[src/rtl/mat2colram_writer.sv]
// Purpose : read-modify-write front end for the packed 13x(4x3-bit) colour RAM behind the matrix display.
// Latency : accepted write -> RAM read next cycle, RAM write the cycle after, ready again on the third cycle.
// Backpressure: req_ready drops for the RD/WR pair and for the whole 13-cycle clear. Discards keep ready high.
//
// Optional feature macro: COLRAM_CLEAR_EN enables the clear_start/fill_col whole-RAM fill (CLR state).
//
// Ports:
//   clk, rst_n             clock, asynchronous active-low reset
//   req_valid/req_ready    pixel write handshake; req_sel = matrix index 0..55, req_col = 3-bit colour
//   clear_start, fill_col  one-cycle fill request and its colour (used only with COLRAM_CLEAR_EN)
//   ram_addr, ram_rd_en    RAM word address and read strobe; ram_rdata returns one cycle after ram_rd_en
//   ram_we, ram_wdata      RAM write strobe and data
//   busy                   high whenever the FSM is not idle
//   drop                   one-cycle pulse the cycle after an unbacked/out-of-range request is accepted

module mat2colram_writer (
   input  logic        clk,
   input  logic        rst_n,
   input  logic        req_valid,
   output logic        req_ready,
   input  logic [5:0]  req_sel,
   input  logic [2:0]  req_col,
   input  logic        clear_start,
   input  logic [2:0]  fill_col,
   output logic [3:0]  ram_addr,
   output logic        ram_rd_en,
   input  logic [11:0] ram_rdata,
   output logic        ram_we,
   output logic [11:0] ram_wdata,
   output logic        busy,
   output logic        drop
);

`ifdef COLRAM_CLEAR_EN
   typedef enum logic [1:0] {ST_IDLE, ST_RD, ST_WR, ST_CLR} state_t;
`else
   typedef enum logic [1:0] {ST_IDLE, ST_RD, ST_WR} state_t;
`endif

   state_t      state_q, state_d;
   logic [3:0]  addr_q, addr_d;
   logic [1:0]  lane_q, lane_d;
   logic [2:0]  col_q, col_d;
   logic        drop_q, drop_d;

`ifdef COLRAM_CLEAR_EN
   logic [3:0]  clr_cnt_q, clr_cnt_d;
   logic [2:0]  fill_q, fill_d;
`else
   // Fill inputs have no function in this build; fold them into a sink.
   logic        unused_clear_inputs;
   assign unused_clear_inputs = ^{clear_start, fill_col};
`endif

   // ---------------------------------------------------------------
   // Index decode: lane = sel / 14, slot = sel % 14.
   // Slot 9 has no RAM word, so slots 10..13 shift down to words 9..12.
   // ---------------------------------------------------------------
   logic [1:0]  dec_lane;
   logic [3:0]  dec_slot;
   logic [3:0]  dec_addr;
   logic        dec_discard;

   always_comb begin
      dec_lane = 2'd0;
      dec_slot = req_sel[3:0];
      if (req_sel >= 6'd42) begin
         dec_lane = 2'd3;
         dec_slot = 4'(req_sel - 6'd42);
      end else if (req_sel >= 6'd28) begin
         dec_lane = 2'd2;
         dec_slot = 4'(req_sel - 6'd28);
      end else if (req_sel >= 6'd14) begin
         dec_lane = 2'd1;
         dec_slot = 4'(req_sel - 6'd14);
      end
      // For sel >= 56 the truncated slot is meaningless, but the request is discarded anyway.
      dec_discard = (req_sel >= 6'd56) || (dec_slot == 4'd9);
      dec_addr    = (dec_slot > 4'd9) ? (dec_slot - 4'd1) : dec_slot;
   end

   // ---------------------------------------------------------------
   // Lane merge: replace only the latched lane of the word just read.
   // ---------------------------------------------------------------
   logic [11:0] merged;

   always_comb begin
      merged = ram_rdata;
      case (lane_q)
         2'd0:    merged[2:0]  = col_q;
         2'd1:    merged[5:3]  = col_q;
         2'd2:    merged[8:6]  = col_q;
         default: merged[11:9] = col_q;
      endcase
   end

   // ---------------------------------------------------------------
   // State register
   // ---------------------------------------------------------------
   always_ff @(posedge clk or negedge rst_n) begin
      if (!rst_n) begin
         state_q   <= ST_IDLE;
         addr_q    <= 4'd0;
         lane_q    <= 2'd0;
         col_q     <= 3'd0;
         drop_q    <= 1'b0;
`ifdef COLRAM_CLEAR_EN
         clr_cnt_q <= 4'd0;
         fill_q    <= 3'd0;
`endif
      end else begin
         state_q   <= state_d;
         addr_q    <= addr_d;
         lane_q    <= lane_d;
         col_q     <= col_d;
         drop_q    <= drop_d;
`ifdef COLRAM_CLEAR_EN
         clr_cnt_q <= clr_cnt_d;
         fill_q    <= fill_d;
`endif
      end
   end

   // ---------------------------------------------------------------
   // Next state and outputs. RAM outputs are decoded from state so an
   // asynchronous reset silences them immediately.
   // ---------------------------------------------------------------
   always_comb begin
      state_d   = state_q;
      addr_d    = addr_q;
      lane_d    = lane_q;
      col_d     = col_q;
      drop_d    = 1'b0;
`ifdef COLRAM_CLEAR_EN
      clr_cnt_d = clr_cnt_q;
      fill_d    = fill_q;
`endif
      req_ready = 1'b0;
      ram_rd_en = 1'b0;
      ram_we    = 1'b0;
      ram_addr  = 4'd0;
      ram_wdata = 12'd0;

      case (state_q)
         ST_IDLE: begin
`ifdef COLRAM_CLEAR_EN
            // A fill wins over a simultaneous write; the write is held off by ready.
            req_ready = !clear_start;
            if (clear_start) begin
               state_d   = ST_CLR;
               clr_cnt_d = 4'd0;
               fill_d    = fill_col;
            end
`else
            req_ready = 1'b1;
`endif
            if (req_valid && req_ready) begin
               if (dec_discard) begin
                  drop_d = 1'b1;
               end else begin
                  addr_d  = dec_addr;
                  lane_d  = dec_lane;
                  col_d   = req_col;
                  state_d = ST_RD;
               end
            end
         end

         ST_RD: begin
            ram_rd_en = 1'b1;
            ram_addr  = addr_q;
            state_d   = ST_WR;
         end

         ST_WR: begin
            ram_we    = 1'b1;
            ram_addr  = addr_q;
            ram_wdata = merged;
            state_d   = ST_IDLE;
         end

`ifdef COLRAM_CLEAR_EN
         ST_CLR: begin
            ram_we    = 1'b1;
            ram_addr  = clr_cnt_q;
            ram_wdata = {4{fill_q}};
            if (clr_cnt_q == 4'd12) begin
               clr_cnt_d = 4'd0;
               state_d   = ST_IDLE;
            end else begin
               clr_cnt_d = clr_cnt_q + 4'd1;
            end
         end
`endif

         default: state_d = ST_IDLE;
      endcase
   end

   assign busy = (state_q != ST_IDLE);
   assign drop = drop_q;

endmodule

[config.mk]
export PLATFORM = sky130hd
export DESIGN_NAME = mat2colram_writer
export DESIGN_NICKNAME = d
export VERILOG_FILES = /design/src/rtl/mat2colram_writer.sv
export SDC_FILE = /design/constraint.sdc
export NUM_CORES = 1
export LEC_CHECK = 0
export CAP_MARGIN = 40
export CORE_UTILIZATION = 39
export CTS_CLUSTER_DIAMETER = 100
export DETAILED_ROUTE_END_ITERATION = 16
export MAX_ROUTING_LAYER = met4
export PLACE_DENSITY = 0.75
export SYNTH_ARGS = -nofsm -noshare
export SYNTH_HDL_FRONTEND = slang
export SYNTH_SLANG_ARGS = --single-unit
[constraint.sdc]
create_clock -name clk -period 1.7 [get_ports clk]
set_input_delay 0.51 -clock clk [delete_from_list [all_inputs] [get_ports clk]]
set_output_delay 0.51 -clock clk [all_outputs]
set_load 0.05 [all_outputs]
==> results of run 1 <==
-- per-stage QoR --
stage	hold WS, ns	area (µm²)	instances
floorplan	0.2144	1396	127
global placement	0.4939	2337	235
detailed placement	0.5041	2337	235
CTS	0.5353	2673	254
-- what timing repair did --
item / 4_1_cts
pin swaps: 19
setup buffers: 15
resized for setup: 66
endpoints found under the setup margin: 32
cloned: 1
-- cell families after synthesis --
| kind of cell | after synthesis | share of synthesized area [%] |
|---|---|---|
| AO/OA/AOI/OAI | 27 | 17.36 |
| XOR/XNOR | 3 | 2.197 |
| adder cells (fa/ha/maj) | 10 | 10.46 |
| buffers and inverters | 12 | 5.021 |
| flip-flops | 12 | 25.10 |
| multiplexers | 19 | 19.67 |
| AND/OR/NAND/NOR | 44 | 20.19 |
-- cells in the mapped netlist (4+ instances only) --
cell type and instances:
sky130_fd_sc_hd__ha_1 10, sky130_fd_sc_hd__dfrtp_1 12, sky130_fd_sc_hd__and2_1 6, sky130_fd_sc_hd__a21boi_0 6, sky130_fd_sc_hd__inv_1 7, sky130_fd_sc_hd__a311o_1 4, sky130_fd_sc_hd__nor2_1 5, sky130_fd_sc_hd__nand2_1 14
sky130_fd_sc_hd__nor2b_1 8, sky130_fd_sc_hd__a21oi_1 5, sky130_fd_sc_hd__mux2_4 9, sky130_fd_sc_hd__mux2i_1 10
==> results.cfg, run 1 <==
[status]
status = did not finish
stop_stage = global routing
run.stop_error = [ERROR DPL-0038] Utilization greater than 100%, impossible to legalize

[yosys]
yosysTopAreaCellShare_pct = 25.10
async_set_or_reset_flop_fraction_in_the_synthesized_netlist_pct = 100.0
synth_seq_area_share_pct = 25.10
synth_fp_nets = 165
synth_seq_cells = 12
avgSynthCellArea_um2 = 9.418
synth_largest_area_cell = sky130_fd_sc_hd__dfrtp_1
number_of_instances_in_the_synthesized_netlist = 127
yosys_most_used_dff = sky130_fd_sc_hd__dfrtp_1
synthDistinctLibCells = 32
yosys_warnings = 0
largest_cells_by_area_after_synthesis = sky130_fd_sc_hd__dfrtp_1 25%, sky130_fd_sc_hd__mux2_4 11%, sky130_fd_sc_hd__ha_1 10%
mappedNetlistArea_um2 = 1196
synth-edff-count = 0

[clock_tree]
hold_buffer_count_at_cts = 0
cts_num_sinks = 12
cts.root.buffer_cell = sky130_fd_sc_hd__clkbuf_4
cts-buffers-inserted = 3
h_tree_level_count = 1
cts_buffer_depth = 2

[floorplan]
placement_rows = 19
dieHeight_um = 57.38
overall_die_width_um = 57.38
boundaryPins = 49
floorplan.initialDensity_pct = 42.28

[timing]
endpoint_type = sequential cell input
crit_endpoint = addr_q[1]$_DFFE_PN0P_/D

[placement]
numPortBuffers = 44
gpl.final_weighted_congestion = 0.9952
post-place-ws_ns = -1.751
dpl.hpwl_mm = 3.463

[global_route]
largest_net_degree_at_the_start_of_global_routing = 13
==> run 2, diff against run 1 <==
--- a/config.mk
+++ b/config.mk
@@ -6,11 +6,10 @@
 export NUM_CORES = 1
 export LEC_CHECK = 0
 export CAP_MARGIN = 40
-export CORE_UTILIZATION = 39
-export CTS_CLUSTER_DIAMETER = 100
+export CORE_AREA = 2 2 63 65
 export DETAILED_ROUTE_END_ITERATION = 16
-export MAX_ROUTING_LAYER = met4
-export PLACE_DENSITY = 0.75
+export DIE_AREA = 0 0 65 67
+export PLACE_DENSITY_LB_ADDON = 0.15
 export SYNTH_ARGS = -nofsm -noshare
 export SYNTH_HDL_FRONTEND = slang
 export SYNTH_SLANG_ARGS = --single-unit
==> constraint.sdc (replaced) <==
create_clock -name clk -period 2.2 [get_ports clk]
set_input_delay 0.66 -clock clk [delete_from_list [all_inputs] [get_ports clk]]
set_output_delay 0.66 -clock clk [all_outputs]
set_load 0.05 [all_outputs]
==> results.cfg, run 2 <==
[yosys]
yosys_most_used_dff = sky130_fd_sc_hd__dfrtp_1
synth_seq_cells = 12
number_of_instances_in_the_synthesized_netlist = 127
synth-edff-count = 0
synth_seq_area_share_pct = 25.10
yosysMostFrequentCell = sky130_fd_sc_hd__nand2_1
mappedNetlistArea_um2 = 1196
async_set_or_reset_flop_fraction_in_the_synthesized_netlist_pct = 100.0
yosys_warnings = 0
synth_largest_area_cell = sky130_fd_sc_hd__dfrtp_1
synthDistinctLibCells = 32
synth_fp_nets = 165
largest_cells_by_area_after_synthesis = sky130_fd_sc_hd__dfrtp_1 25%, sky130_fd_sc_hd__mux2_4 11%, sky130_fd_sc_hd__ha_1 10%
synthTopCellsByCount = 14 x sky130_fd_sc_hd__nand2_1, 12 x sky130_fd_sc_hd__dfrtp_1, 10 x sky130_fd_sc_hd__ha_1, 10 x sky130_fd_sc_hd__mux2i_1, 9 x sky130_fd_sc_hd__mux2_4
yosysTopAreaCellShare_pct = 25.10
avgSynthCellArea_um2 = 9.418

[placement]
dpl.hpwl_mm = 2.866
detailed_place.area_um2 = 2271
placed_cells = 247
numPortBuffers = 44
post-place-ws_ns = -1.297
gpl.final_weighted_congestion = 0.8165

[global_route]
number_of_antenna_violations_at_the_first_check_in_global_routing = 0
grt_use_total_pct = 17.36
grt_first_pass_wirelength_mm = 5.927
globalRouteOverflowTotal = 0
largest_net_degree_at_the_start_of_global_routing = 14
number_of_global_route_vias_before_repair = 1301

[hold_path]
hold_path_class = reg -> reg

[final_layout]
number_of_inserted_diodes = 0
nets = 248
final_area_um2 = 2545
largest_reg_flops = 4
layout_commonest_cell = sky130_fd_sc_hd__buf_4
ratio_of_cells_with_drive_above_1_in_the_final_layout_pct = 56.94
top_register = addr_q
final_cell_count_no_fill = 257
area_growth_syn_to_layout_pct = 112.8
most_used_cells_in_the_layout_excluding_fill_and_tap_cells = 31 x sky130_fd_sc_hd__buf_4, 20 x sky130_fd_sc_hd__buf_12, 13 x sky130_fd_sc_hd__clkdlybuf4s50_1
biggestRegsByFlops = addr_q x4, col_q x3

[floorplan]
floorplan.initialDensity_pct = 33.17
dieHeight_um = 67
core_area_um2 = 3606
die_ar_um2 = 4355
placement_rows = 22
boundaryPins = 49
overall_die_width_um = 65

[pwr]
cellPowerDensity_nw_per_um2 = 1157
peakVddDrop_mv = 0.7424
total_leakage_power_uw = 0.001136

[critical_path]
crit_top_cell = sky130_fd_sc_hd__or2_4
path_class = in -> reg
critical_path.max_fanout = 4
worstPathRequired_ns = 2.32
timing.critical_path.slowest_cell_delay_ns = 0.27
cp.arrival_ns = 2.89
cp.buffers_inverters = 1
critical_path.top_delay_family = compound AO/OA/AOI/OAI gates
crit_path_cell_chain = buf_8 > ha_4 > a211o_1 > or2_4 > a31o_4 > xnor2_4 > ha_2 > or2_4 > a32oi_4 > mux2i_1 > mux2_4
startpoint_type = input port
worstSetupEndpointType = flop
worst_path_max_delay_cell = sky130_fd_sc_hd__a211o_1

[timing]
setup_violations = 12
final.period_utilization_pct = 125.8
timing.final.ws_setup_ns = -0.5672
grt_setup_unrepaired = true
fin_worst_skew_ns = 0.004217
slew_viols_final = 0
hold_viol = 0
worst_pin_slew_ns = 0.5579
max_slew_margin_pct = 62.69
period_needed_ns = 2.767
max_clock_freq_mhz = 361.4

[status]
status = finished, violations left
violations = negative setup slack

[routing]
routed_wl_mm = 3.947
route.detailed.drc = 0
routedWlPerCell_um = 15.36
ant_nets = 0
detail_route.vias_per_cell = 4.930
vias = 1267
drt_first_pass_iters = 4
drt_iter0_drc = 33

[clock_tree]
cts.root.buffer_cell = sky130_fd_sc_hd__clkbuf_8
clock_slew_at_reported_path_ffs_ns = 0.06
cts-buffers-inserted = 3
cts_num_sinks = 12
cts_buffer_depth = 2
hold_buffer_count_at_cts = 0
cts_tree = yes
h_tree_level_count = 1
clock_latency_on_the_worst_skew_pair_ns = 0.24

[job]
drv_cap = 0
[run 2: timing repair]
item / in CTS / in global routing
buffers inserted: 4 / 4
endpoints found under the setup margin: 21 / 24
pin swaps: 19 / 21
resized for setup: 41 / 26
[run 2: metal layers]
layer / up-vias / GRT usage, % / part of all wire (%)
met5: - / 0 / 0
met4: 0 / 3.191 / 1.2
met2: 33 / 34.02 / 56
li1: 620 / - / -
met3: 6 / 2.534 / 3.5
met1: 608 / 19.86 / 39
[run 2: worst paths after layout]
path | end | depth (start not counted) | slack [ns] | startpoint
max | addr_q[1] | 11 | -0.57 | req_sel[2]
max reg2reg | col_q[2] | 6 | 0.21 | state_q[1]
min in group asynchronous | state_q[1] | 1 | 0.78 | rst_n
min reg2reg | addr_q[3] | 1 | 0.52 | addr_q[3]
min | addr_q[3] | 1 | 0.52 | addr_q[3]
max in group asynchronous | lane_q[1] | 1 | 1.01 | rst_n
[run 2: area by class of cell]
cell class	count	area, µm²
well taps	48	60.06
inverters	7	28.78
fillers	255	1061
clock buffers	4	55.05
flip-flops and latches	12	302.8
repair buffers	83	985.9
multi-input cells	103	1112
[run 2: cell families (layout without fill, tap and decap cells)]
group,count (synthesis),count (layout),share of synthesized area [%]
AO/OA/AOI/OAI,27,27,17.36
XOR/XNOR,3,3,2.197
adder cells (fa/ha/maj),10,10,10.46
buffers and inverters,12,94,5.021
flip-flops,12,12,25.10
multiplexers,19,19,19.67
AND/OR/NAND/NOR,44,44,20.19
[run 2: stage by stage]
stage | setup TNS (ns) | hold slack (ns) | util, % | total power (µW)
finish | -5.266 | 0.5166 | 70.58 | 2946
global route | -6.053 | 0.5302 | 70.58 | 3072
CTS | -5.397 | 0.5185 | 67.70 | 2861
detailed placement | -14.65 | 0.5034 | 62.98 | 2530
global placement | -14.09 | 0.4922 | 62.98 | 2495
floorplan | -5.878 | 0.3644 | - | 1656
[run 2: power by group]
group / total (µW) / internal (µW) / switching [µW]
registers: 489 / 327 / 162
clock network: 238 / 158 / 80.0
logic: 2220 / 1130 / 1090
total: 2950 / 1620 / 1330
Note: power is estimated with default switching activity, not from simulation.
==> run 3, diff against run 2 <==
--- a/config.mk
+++ b/config.mk
@@ -5,7 +5,7 @@
 export SDC_FILE = /design/constraint.sdc
 export NUM_CORES = 1
 export LEC_CHECK = 0
-export CAP_MARGIN = 40
+export CAP_MARGIN = 20
 export CORE_AREA = 2 2 63 65
 export DETAILED_ROUTE_END_ITERATION = 16
 export DIE_AREA = 0 0 65 67
==> results of run 3 <==
The final DEF is identical to that of run 2; final timing and power are the same.
==> run 4, diff against run 3 <==
==> constraint.sdc (replaced) <==
create_clock -name clk -period 2.4 [get_ports clk]
set_input_delay 0.72 -clock clk [delete_from_list [all_inputs] [get_ports clk]]
set_output_delay 0.72 -clock clk [all_outputs]
set_load 0.05 [all_outputs]
==> results.cfg, run 4 (same netlist as run 2, synthesis figures left out) <==
[floorplan]
die_ar_um2 = 4355
floorplan.initialDensity_pct = 33.17
boundaryPins = 49
core_area_um2 = 3606
dieHeight_um = 67
overall_die_width_um = 65
placement_rows = 22

[final_layout]
most_used_cells_in_the_layout_excluding_fill_and_tap_cells = 39 x sky130_fd_sc_hd__buf_4, 18 x sky130_fd_sc_hd__clkdlybuf4s50_1, 18 x sky130_fd_sc_hd__buf_12
biggestRegsByFlops = addr_q x4, col_q x3
multi_input_comb_area_um2 = 1091
top_register = addr_q
final_core_utilization_pct = 68.70
register_area_um2 = 300.3
final_area_um2 = 2477
nets = 250
ratio_of_cells_with_drive_above_1_in_the_final_layout_pct = 52.13
number_of_inserted_diodes = 0
largest_reg_flops = 4
final_cell_count_no_fill = 259
area_growth_syn_to_layout_pct = 107.1
fill_cells = 254
layout_commonest_cell = sky130_fd_sc_hd__buf_4

[timing]
grt_setup_unrepaired = true
timing.final.ws_setup_ns = -0.3916
period_needed_ns = 2.792
max_slew_margin_pct = 64.19
max_clock_freq_mhz = 358.2
slew_viols_final = 0
fin_worst_skew_ns = 0.002293
final.setup.tns_ns = -4.171
worst_pin_slew_ns = 0.5355
final.period_utilization_pct = 116.3
setup_violations = 11
hold_viol = 0

[critical_path]
worstSetupEndpointType = flop
startpoint_type = input port
cp.arrival_ns = 2.92
worstPathRequired_ns = 2.53
path_class = in -> reg
critical_path.max_fanout = 6

[job]
drv_cap = 0

[status]
status = finished, violations left
violations = negative setup slack

[pwr]
cellPowerDensity_nw_per_um2 = 1018
p_comb_share_pct = 74.3
peakVddDrop_mv = 0.8068
netSwitchingPower_uw = 1149
internal-power_uw = 1373
proportion_of_power_drawn_by_the_clock_network_pct = 9.0
power.switching_fraction_pct = 45.56
reg_power_share_pct = 16.7
total_leakage_power_uw = 0.001110

[clock_tree]
cts_buffer_depth = 2
cts_num_sinks = 12
cts.root.buffer_cell = sky130_fd_sc_hd__clkbuf_8
hold_buffer_count_at_cts = 0
h_tree_level_count = 1
clock_latency_on_the_worst_skew_pair_ns = 0.25
clock_slew_at_reported_path_ffs_ns = 0.05
cts_tree = yes
cts-buffers-inserted = 3

[placement]
numPortBuffers = 44
dpl.hpwl_mm = 2.998
placed_cells = 248
gpl.final_weighted_congestion = 0.8202
detailed_place.area_um2 = 2251

[routing]
routedWlPerCell_um = 14.29
ant_nets = 0
route.detailed.drc = 0
drt_first_pass_iters = 4
routed_wl_mm = 3.702
drt_iter0_drc = 32
detail_route.vias_per_cell = 4.822
vias = 1249

[hold_path]
hold_path_class = reg -> reg

[global_route]
number_of_global_route_vias_before_repair = 1347
number_of_antenna_violations_at_the_first_check_in_global_routing = 0
grt_first_pass_wirelength_mm = 6.099
globalRouteOverflowTotal = 0
grt_use_total_pct = 18.25
largest_net_degree_at_the_start_of_global_routing = 14
-- run 4: cell types whose count changed in the layout (fill, tap and decap cells not counted), moves of 3 or more --
cell and delta:
sky130_fd_sc_hd__mux2i_1 +5, sky130_fd_sc_hd__buf_4 +8, sky130_fd_sc_hd__mux2i_2 -6, sky130_fd_sc_hd__clkdlybuf4s50_1 +5, sky130_fd_sc_hd__dlymetal6s2s_1 -5, sky130_fd_sc_hd__buf_6 -3
-- run 4: what timing repair did --
item                                   CTS  global route
buffers inserted                         7             1
pin swaps                               13            13
gates resized for setup                 40            11
gates cloned                             1             0
endpoints found under the hold margin    0             0
setup endpoints to repair               12            24
-- run 4: critical path: stages --
cell                      delay, ns
sky130_fd_sc_hd__buf_12        0.11
sky130_fd_sc_hd__ha_4          0.15
sky130_fd_sc_hd__a211o_1       0.30
sky130_fd_sc_hd__or2_4         0.24
sky130_fd_sc_hd__a31o_4        0.24
sky130_fd_sc_hd__xnor2_4       0.14
sky130_fd_sc_hd__ha_4          0.18
sky130_fd_sc_hd__a311o_1       0.39
sky130_fd_sc_hd__buf_6         0.16
sky130_fd_sc_hd__mux2_4        0.29
-- run 4: metal layers --
layer	GRT usage, %	routed length (µm)	up-vias
met4	4.787	70	0
met3	3.209	165	7
met2	35.95	1964	33
li1	-	-	618
met5	0	0	-
met1	19.83	1500	591
-- run 4: cell type report --
cell class | instances | share of cell area (%)
Tap cell | 48 | 2.424
Timing Repair Buffer | 85 | 38.13
Inverter | 7 | 1.061
Clock buffer | 4 | 2.222
Multi-Input combinational cell | 103 | 44.04
Sequential cell | 12 | 12.12
-- run 4: final timing paths --
check,start,endpoint,slack [ns],cells after the start
worst max register to register,state_q[0],addr_q[0],0.59,6
worst min register to register,addr_q[1],addr_q[1],0.52,1
max in group asynchronous,rst_n,addr_q[3],1.22,1
worst min-delay path,addr_q[1],addr_q[1],0.52,1
min in group asynchronous,rst_n,state_q[0],0.82,1
worst max-delay path,req_sel[2],addr_q[0],-0.39,10
-- run 4: through the flow --
| step | worst slack [ns] | hold slack, ns | power, µW |
|---|---|---|---|
| final | -0.3916 | 0.5151 | 2523 |
| after global routing | -0.4701 | 0.5286 | 2656 |
| after CTS | -0.4280 | 0.5140 | 2569 |
| after detailed placement | -1.281 | 0.5001 | 2250 |
| after global placement | -1.168 | 0.4911 | 2220 |
| after floorplan | -0.5281 | 0.4244 | 1515 |
-- run 4: power by group through the flow --
stage          sequential, µW  combinational, µW  clock, µW
2_1_floorplan             352               1160          0
3_3_place_gp              416               1800          0
3_5_place_dp              420               1830          0
4_1_cts                   418               1920        234
5_1_grt                   439               1980        242
6_report                  421               1870        228
